<file path="src/rtl/apb_master_arbiter.sv">
// apb_master_arbiter: round-robin arbiter for two requesters driving a single APB master port,
// with misaligned-address rejection and an optional PREADY wait timeout.
module apb_master_arbiter #(
    parameter int ADDR_W  = 32,
    parameter int DATA_W  = 32,
    parameter int TIMEOUT = 16
) (
    input  logic                  PCLK,
    input  logic                  PRESETn,
    input  logic [1:0]            req_valid,
    output logic [1:0]            req_ready,
    input  logic [1:0]            req_write,
    input  logic [2*ADDR_W-1:0]   req_addr,
    input  logic [2*DATA_W-1:0]   req_wdata,
    output logic [1:0]            rsp_valid,
    output logic [DATA_W-1:0]     rsp_rdata,
    output logic                  rsp_err,
    output logic                  PSEL,
    output logic                  PENABLE,
    output logic                  PWRITE,
    output logic [ADDR_W-1:0]     PADDR,
    output logic [DATA_W-1:0]     PWDATA,
    input  logic [DATA_W-1:0]     PRDATA,
    input  logic                  PREADY,
    input  logic                  PSLVERR
);
    typedef enum logic [1:0] {IDLE, SETUP, ACCESS} state_t;
    state_t state, state_nx;
    logic last, gnt, accept, misalign, timeout, finish;
    logic cap_write, cap_gnt;
    logic [ADDR_W-1:0] cap_addr, gnt_addr;
    logic [DATA_W-1:0] cap_wdata, gnt_wdata;
    logic [31:0] wait_cnt;
    always_comb begin
        // on a tie the requester not served last wins
        gnt       = (&req_valid) ? ~last : req_valid[1];
        gnt_addr  = gnt ? req_addr[2*ADDR_W-1:ADDR_W] : req_addr[ADDR_W-1:0];
        gnt_wdata = gnt ? req_wdata[2*DATA_W-1:DATA_W] : req_wdata[DATA_W-1:0];
        accept    = (state == IDLE) && (|req_valid);
        misalign  = gnt_addr[1:0] != 2'b00;
        req_ready = accept ? (gnt ? 2'b10 : 2'b01) : 2'b00;
        timeout   = (TIMEOUT != 0) && (wait_cnt + 32'd1 == 32'(TIMEOUT));
        finish    = (state == ACCESS) && (PREADY || timeout);
        state_nx  = (state == IDLE)  ? ((accept && !misalign) ? SETUP : IDLE) :
                    (state == SETUP) ? ACCESS :
                    finish           ? IDLE : ACCESS;
        PSEL      = state != IDLE;
        PENABLE   = state == ACCESS;
        PWRITE    = PSEL && cap_write;
        PADDR     = PSEL ? cap_addr : '0;
        PWDATA    = PSEL ? cap_wdata : '0;
    end
    always_ff @(posedge PCLK) begin
        if (!PRESETn) begin
            state     <= IDLE;
            last      <= 1'b1;
            cap_write <= 1'b0;
            cap_gnt   <= 1'b0;
            cap_addr  <= '0;
            cap_wdata <= '0;
            wait_cnt  <= '0;
            rsp_valid <= 2'b00;
            rsp_err   <= 1'b0;
            rsp_rdata <= '0;
        end else begin
            state     <= state_nx;
            rsp_valid <= 2'b00;
            rsp_err   <= 1'b0;
            rsp_rdata <= '0;
            wait_cnt  <= (state == ACCESS) ? wait_cnt + 32'd1 : '0;
            if (accept) begin
                cap_write <= req_write[gnt];
                cap_addr  <= gnt_addr;
                cap_wdata <= req_write[gnt] ? gnt_wdata : '0;
                cap_gnt   <= gnt;
                last      <= gnt;
            end
            if (accept && misalign) begin
                rsp_valid <= gnt ? 2'b10 : 2'b01;
                rsp_err   <= 1'b1;
            end
            // a timeout abort reports an error with zero data
            if (finish) begin
                rsp_valid <= cap_gnt ? 2'b10 : 2'b01;
                rsp_err   <= PREADY ? PSLVERR : 1'b1;
                rsp_rdata <= (PREADY && !cap_write) ? PRDATA : '0;
            end
        end
    end
endmodule

</file>
<file path="config.mk">
export PLATFORM = sky130hd
export DESIGN_NAME = apb_master_arbiter
export DESIGN_NICKNAME = d
export VERILOG_FILES = /design/src/rtl/apb_master_arbiter.sv
export SDC_FILE = /design/constraint.sdc
export NUM_CORES = 1
export LEC_CHECK = 0
export BUFFER_PORTS_ARGS = -buffer_cell sky130_fd_sc_hd__buf_2
export CORE_MARGIN = 5
export CORE_UTILIZATION = 48
export DETAILED_ROUTE_END_ITERATION = 8
export PLACE_DENSITY = 0.85
export RECOVER_POWER = 100
export SYNTH_ARGS = -nofsm -noshare
export SYNTH_HDL_FRONTEND = slang
export SYNTH_SLANG_ARGS = --single-unit
</file>
<file path="constraint.sdc">
create_clock -name PCLK -period 3.1 [get_ports PCLK]
set_clock_uncertainty 0.1 [all_clocks]
set_input_delay 0.62 -clock PCLK [delete_from_list [all_inputs] [get_ports PCLK]]
set_output_delay 0.62 -clock PCLK [all_outputs]
set_load 0.02 [all_outputs]
</file>
==> flow_summary.ini, run 1 <==
[outcome]
run_status = complete, but fails checks
violations = capacitance limit, slew limit

[clock_network]
postCtsHoldBufs = 0
postCtsSetupBuffers = 0
cts-root-buf = clkbuf_16
cts_tree = done
clk_path_buf_depth = 2
cts_sinks = 136
cts_buffers = 17
h-tree-depth = 4
insertion_delay_ns = 0.43
clkTransAtPathRegs_ns = 0.06
ctsResizeCount = 0

[yosys]
synth_area_sq_um = 6220
ys.flop_type = dfxtp_1
synth_nets = 947
synth-seq-cells = 136
ys_seq_area_share_pct = 43.8
synthArstFlopShare_pct = 0
yosys_warnings = 0
avgSynthCellArea_sq_um = 8.01
synth_edf_count = 0
syn_inst = 777
yosysUniqueCellTypes = 55

[global_route]
grt_pass1_wl_um = 28400
overflow = 0
grt_start_max_net_pins = 72
track_usage_pct = 23.6
grt_pass1_vias = 6018
grt_busiest_layer = met2
met3_usage_pct = 6.40
grt_antenna_before_repair = 0
grtUsageMet1_pct = 28.5
gr-usage-met2_pct = 39.9

[finish]
area_delta_synth_final_pct = 31.4
final_cell_mix = 203 x buf_2, 136 x dfxtp_1, 124 x nand2_1
final_common_cell = buf_2
antenna_cells = 0
drive_above_1_share_pct = 25.0
fin_nets = 1195
fillers = 1140
postLayoutCoreUtil_pct = 64.5

[setup_path]
critical_path.startpoint_type = register
worstSetupPathType = register to register
max_stage_delay_ns = 1.12
cp.arrival_ns = 2.95
slowest_stage = clkbuf_2
end_kind = register
crit_chain = or2_2 -> o21bai_1 -> clkbuf_2 -> nor2b_1 -> nand3_1 -> o31ai_2
r2r_slack_ns = 0.31
crit_required_ns = 3.26
crit_buf_inv = 1
worst-path-max-fanout = 71
crit_family = buffers and inverters

[timing]
hold_viol = 0
tightest_slew_ns = 1.52
slew_headroom_pct = -1.29
period_needed_ns = 2.79
final.setup.tns_ns = 0
layout_setup_ws_ns = 0.313
period_share_pct = 89.9
fmax_ghz = 0.359
finalSetupViolCount = 0
final_max_slew_viol_count = 33
rsz0062_at_grt = false
holdWs_ns = 0.290

[floorplanning]
placementRows = 41
ios = 272
initial_core_util_pct = 49.1
die_area_sq_um = 15300
die_y_um = 124
core-area_sq_um = 12700
fp.dieW_um = 124

[route]
vias = 6279
avgRoutedWirePerCell_um = 15.2
routed_via_density = 5.19
drt_iter0_markers = 363
postRouteAntennaNets = 0
drcViolationCount = 0
wl_um = 18300
drtPass1Iterations = 4

[power]
ir_worst_vdd_mv = 0.375
total_power_mw = 4.35
p_leak_nw = 3.42
power.density_nw_per_um2 = 532

[placed_design]
place_ws_ns = 0.385
port_buffers = 271
routabilityCongestion = 0.845
dp_hpwl_um = 13200

[flow_run]
maxCapViolCount = 1

[hold_path]
hold_path.class = primary input to register
[routing by layer]
metal  routed length, um  vias up  share of wire (%)
li1                    -     3112                  -
met2                9090      251                 50
met1                7270     2884                 40
met4                 406        0                2.2
met5                   0        -                  0
met3                1560       32                8.5
[sequential cells by signal (all words and copies together), names as in the netlist]
register and count:
cap_addr 32, cap_wdata 32, rsp_rdata 32, wait_cnt 32
rsp_valid 2, state 2, cap_gnt 1, cap_write 1
last 1, rsp_err 1
[cell families (layout without fill, tap and decap cells)]
kind of cell	count (synthesis)	after routing	share of synthesized area, %
AO/OA/AOI/OAI	165	165	16.1
XOR/XNOR	31	31	4.36
adder cells (fa/ha/maj)	2	2	0.402
buffers and inverters	58	319	3.60
flip-flops	136	136	43.8
multiplexers	4	4	0.644
AND/OR/NAND/NOR	381	381	31.1
[per-stage QoR]
stage                     cells  area [sq um]
after global routing       1210          8180
after floorplan             777          6220
final                      1210          8180
after detailed placement   1178          7710
after global placement     1178          7710
after CTS                  1210          8310
[synthesized netlist by cell type, types with 3 or more instances]
cell type / number / share of area, %
nand2b_1: 4 / 0.40
nand4_1: 16 / 1.6
and2_1: 101 / 10
clkbuf_1: 46 / 2.8
inv_1: 3 / 0.18
nand3_2: 3 / 0.48
a21oi_1: 109 / 8.8
xnor2_1: 17 / 2.4
nor2_1: 80 / 4.8
nor4_1: 4 / 0.40
nor2b_1: 5 / 0.50
and3_1: 5 / 0.50
a22oi_1: 30 / 3.6
nand2_1: 124 / 7.5
mux2i_1: 4 / 0.64
o21ai_0: 5 / 0.40
xor2_1: 14 / 2.0
nand3_1: 11 / 0.88
dfxtp_1: 136 / 44
buf_2: 5 / 0.40
nor3_1: 7 / 0.56
buf_1: 4 / 0.24
[power breakdown]
group          internal, mW  total (mW)  switching [mW]
clock                  1.25        2.00           0.754
combinational         0.194       0.487           0.293
sequential             1.82        1.86          0.0339
total                  3.27        4.35            1.08
[final cells by class]
type	count	area [sq um]	area share (%)
Clock buffer	22	474	5.80
Clock inverter	10	120	1.47
Inverter	3	11.3	0.138
Multi-Input combinational cell	583	3270	40.0
Sequential cell	136	2720	33.3
Tap cell	172	215	2.63
Timing Repair Buffer	284	1360	16.7
[path summary, 6_finish.rpt]
| kind | startpoint | endpoint | depth (start not counted) |
|---|---|---|---|
| worst max-delay path | state[0]$_SDFF_PN0_ | rsp_valid[0]$_SDFF_PN0_ | 6 |
| worst min-delay path | PRDATA[10] | rsp_rdata[10]$_SDFF_PN0_ | 2 |
| worst max register to register | state[0]$_SDFF_PN0_ | rsp_valid[0]$_SDFF_PN0_ | 6 |
| worst min register to register | cap_addr[17]$_SDFFE_PN0P_ | cap_addr[17]$_SDFFE_PN0P_ | 2 |
[worst reg2reg max path, cell delays in order, from the launching register on]
cell and delay [ns]:
dfxtp_1 0.34, or2_2 0.33, o21bai_1 0.24, clkbuf_2 1.12
nor2b_1 0.24, nand3_1 0.19, o31ai_2 0.07
Power figures use the tool's default switching activity.
==> run 2: changes to the inputs <==
--- a/config.mk
+++ b/config.mk
@@ -5,11 +5,12 @@
 export SDC_FILE = /design/constraint.sdc
 export NUM_CORES = 1
 export LEC_CHECK = 0
-export BUFFER_PORTS_ARGS = -buffer_cell sky130_fd_sc_hd__buf_2
 export CORE_MARGIN = 5
-export CORE_UTILIZATION = 48
+export CORE_UTILIZATION = 51
 export DETAILED_ROUTE_END_ITERATION = 8
-export PLACE_DENSITY = 0.85
+export DONT_BUFFER_PORTS = 1
+export MAX_ROUTING_LAYER = met4
+export PLACE_DENSITY = 0.7
 export RECOVER_POWER = 100
 export SYNTH_ARGS = -nofsm -noshare
 export SYNTH_HDL_FRONTEND = slang
==> run 2 against run 1 <==
The flow now finishes without violations. Core utilization decreased by 6.7 points. Critical endpoint is now req_ready[1]. Maximum frequency fell by 4.2%. Routed wire length down 7.8%. Critical path type is now register to primary output.
==> flow_summary.ini, run 2 (synthesis results as in run 1) <==
[route]
avgRoutedWirePerCell_um = 18.5
drtPass1Iterations = 7
routed_via_density = 5.66
drt_iter0_markers = 372
drcViolationCount = 0
wl_um = 16900
postRouteAntennaNets = 0
vias = 5170

[placed_design]
port_buffers = 0
placedCellCount = 881
dp_hpwl_um = 12400
placed_area_sq_um = 6300
routabilityCongestion = 0.891

[timing]
period_needed_ns = 2.91
finalSetupViolCount = 0
rsz0062_at_grt = false
final_max_slew_viol_count = 0
fmax_ghz = 0.344
tightest_slew_ns = 1.47
final.setup.tns_ns = 0
hold_viol = 0
slew_headroom_pct = 1.98
period_share_pct = 93.8

[finish]
fin_nets = 923
fillers = 1059
stdcell_count = 913
final_cell_mix = 136 x dfxtp_1, 124 x nand2_1, 109 x a21oi_1
design_area_sq_um = 6920
drive_above_1_share_pct = 7.96
antenna_cells = 0
postLayoutCoreUtil_pct = 57.9
area_delta_synth_final_pct = 11.3
final_common_cell = dfxtp_1

[setup_path]
timing.rr.start = wait_cnt[0]$_SDFF_PN0_
end_kind = primary output
r2r_slack_ns = 0.26
crit_required_ns = 2.38
worst-path-max-fanout = 33
max_stage_delay_ns = 0.93
reg2reg_to = rsp_valid[0]$_SDFF_PN0_
cp.arrival_ns = 2.19
crit_buf_inv = 0
crit_start = state[1]$_SDFF_PP0_
cp.depth = 2
slowest_stage = nor2_1
worstSetupPathType = register to primary output
critical_path.startpoint_type = register
crit_chain = or2_2 -> nor2_1
crit_family = simple AND/OR/NAND/NOR gates
cp-endpoint = req_ready[1]
r2r_cells = 8

[global_route]
track_usage_pct = 23.5
grt_start_max_net_pins = 53
grt_pass1_wl_um = 26300
grt_antenna_before_repair = 0
grt_pass1_vias = 5132
overflow = 0

[floorplanning]
ios = 272
initial_core_util_pct = 52.0
die_y_um = 120
fp.dieW_um = 120
die_area_sq_um = 14500
core-area_sq_um = 12000
placementRows = 40

[outcome]
run_status = complete, no violations

[power]
pwr-share-comb_pct = 8.0
ir_worst_vdd_mv = 0.514
clockPowerShare_pct = 49.4
p_leak_nw = 2.48
power.density_nw_per_um2 = 632
total_power_mw = 4.38
seq_power_share_pct = 42.7
power_switching_share_pct = 24.7
p_sw_mw = 1.08
p_int_mw = 3.30

[flow_run]
maxCapViolCount = 0

[clock_network]
h-tree-depth = 4
cts_buffers = 17
postCtsHoldBufs = 0
cts-root-buf = clkbuf_16
insertion_delay_ns = 0.41
clk_path_buf_depth = 2
cts_sinks = 136
clkTransAtPathRegs_ns = 0.06
cts_tree = done

[hold_path]
hold_path.class = primary input to register
run 2: cell type report:
| cell class | instances | area [sq um] | share of cell area, % |
|---|---|---|---|
| timing repair buffer | 12 | 71.3 | 1.03 |
| clock inverter | 15 | 214 | 3.09 |
| clock buffer | 17 | 425 | 6.14 |
| multi-input combinational | 583 | 3290 | 47.6 |
| tap | 147 | 184 | 2.66 |
| sequential | 136 | 2720 | 39.3 |
| inverter | 3 | 11.3 | 0.163 |
run 2: power by group through the flow:
stage / Combinational [mW] / Sequential [mW] / Clock, mW
finish: 0.349 / 1.87 / 2.16
detailed placement: 0.354 / 1.90 / 0
global placement: 0.342 / 1.90 / 0
floorplan: 0.286 / 1.89 / 0
CTS: 0.356 / 1.87 / 2.21
global route: 0.394 / 1.88 / 2.28
run 2: what timing repair did:
| item | 4_1_cts | 5_1_grt |
|---|---|---|
| endpoints found under the setup margin | 0 | 1 |
| gates resized for setup | 0 | 1 |
| buffers inserted | 0 | 0 |
run 2: per-layer routing:
metal  track usage, %  vias to the layer above  routed length (um)  part of all wire, %
li1                 -                     2571                   -                    -
met1             28.0                     2367                7090                   42
met2             37.6                      212                8300                   49
met3             7.86                       20                1250                  7.4
met4             7.58                        0                 265                  1.6
met5                -                        -                   0                    0
run 2: worst min path at each step:
stage,start,slack [ns],end,cells after the start
final,PRESETn,0.18,last$_SDFFE_PN1P_,1
after global routing,PRESETn,0.17,last$_SDFFE_PN1P_,1
after CTS,PRESETn,0.16,last$_SDFFE_PN1P_,1
after detailed placement,cap_addr[29]$_SDFFE_PN0P_,0.34,cap_addr[29]$_SDFFE_PN0P_,2
after global placement,cap_addr[17]$_SDFFE_PN0P_,0.34,cap_addr[17]$_SDFFE_PN0P_,2
after floorplan,cap_addr[10]$_SDFFE_PN0P_,0.33,cap_addr[10]$_SDFFE_PN0P_,2
run 2: stage by stage:
step / worst slack [ns] / hold WS (ns)
6_report: 0.192 / 0.181
5_1_grt: 0.0146 / 0.170
4_1_cts: 0.208 / 0.159
3_5_place_dp: 0.266 / 0.340
3_3_place_gp: 0.420 / 0.336
2_1_floorplan: 0.570 / 0.327
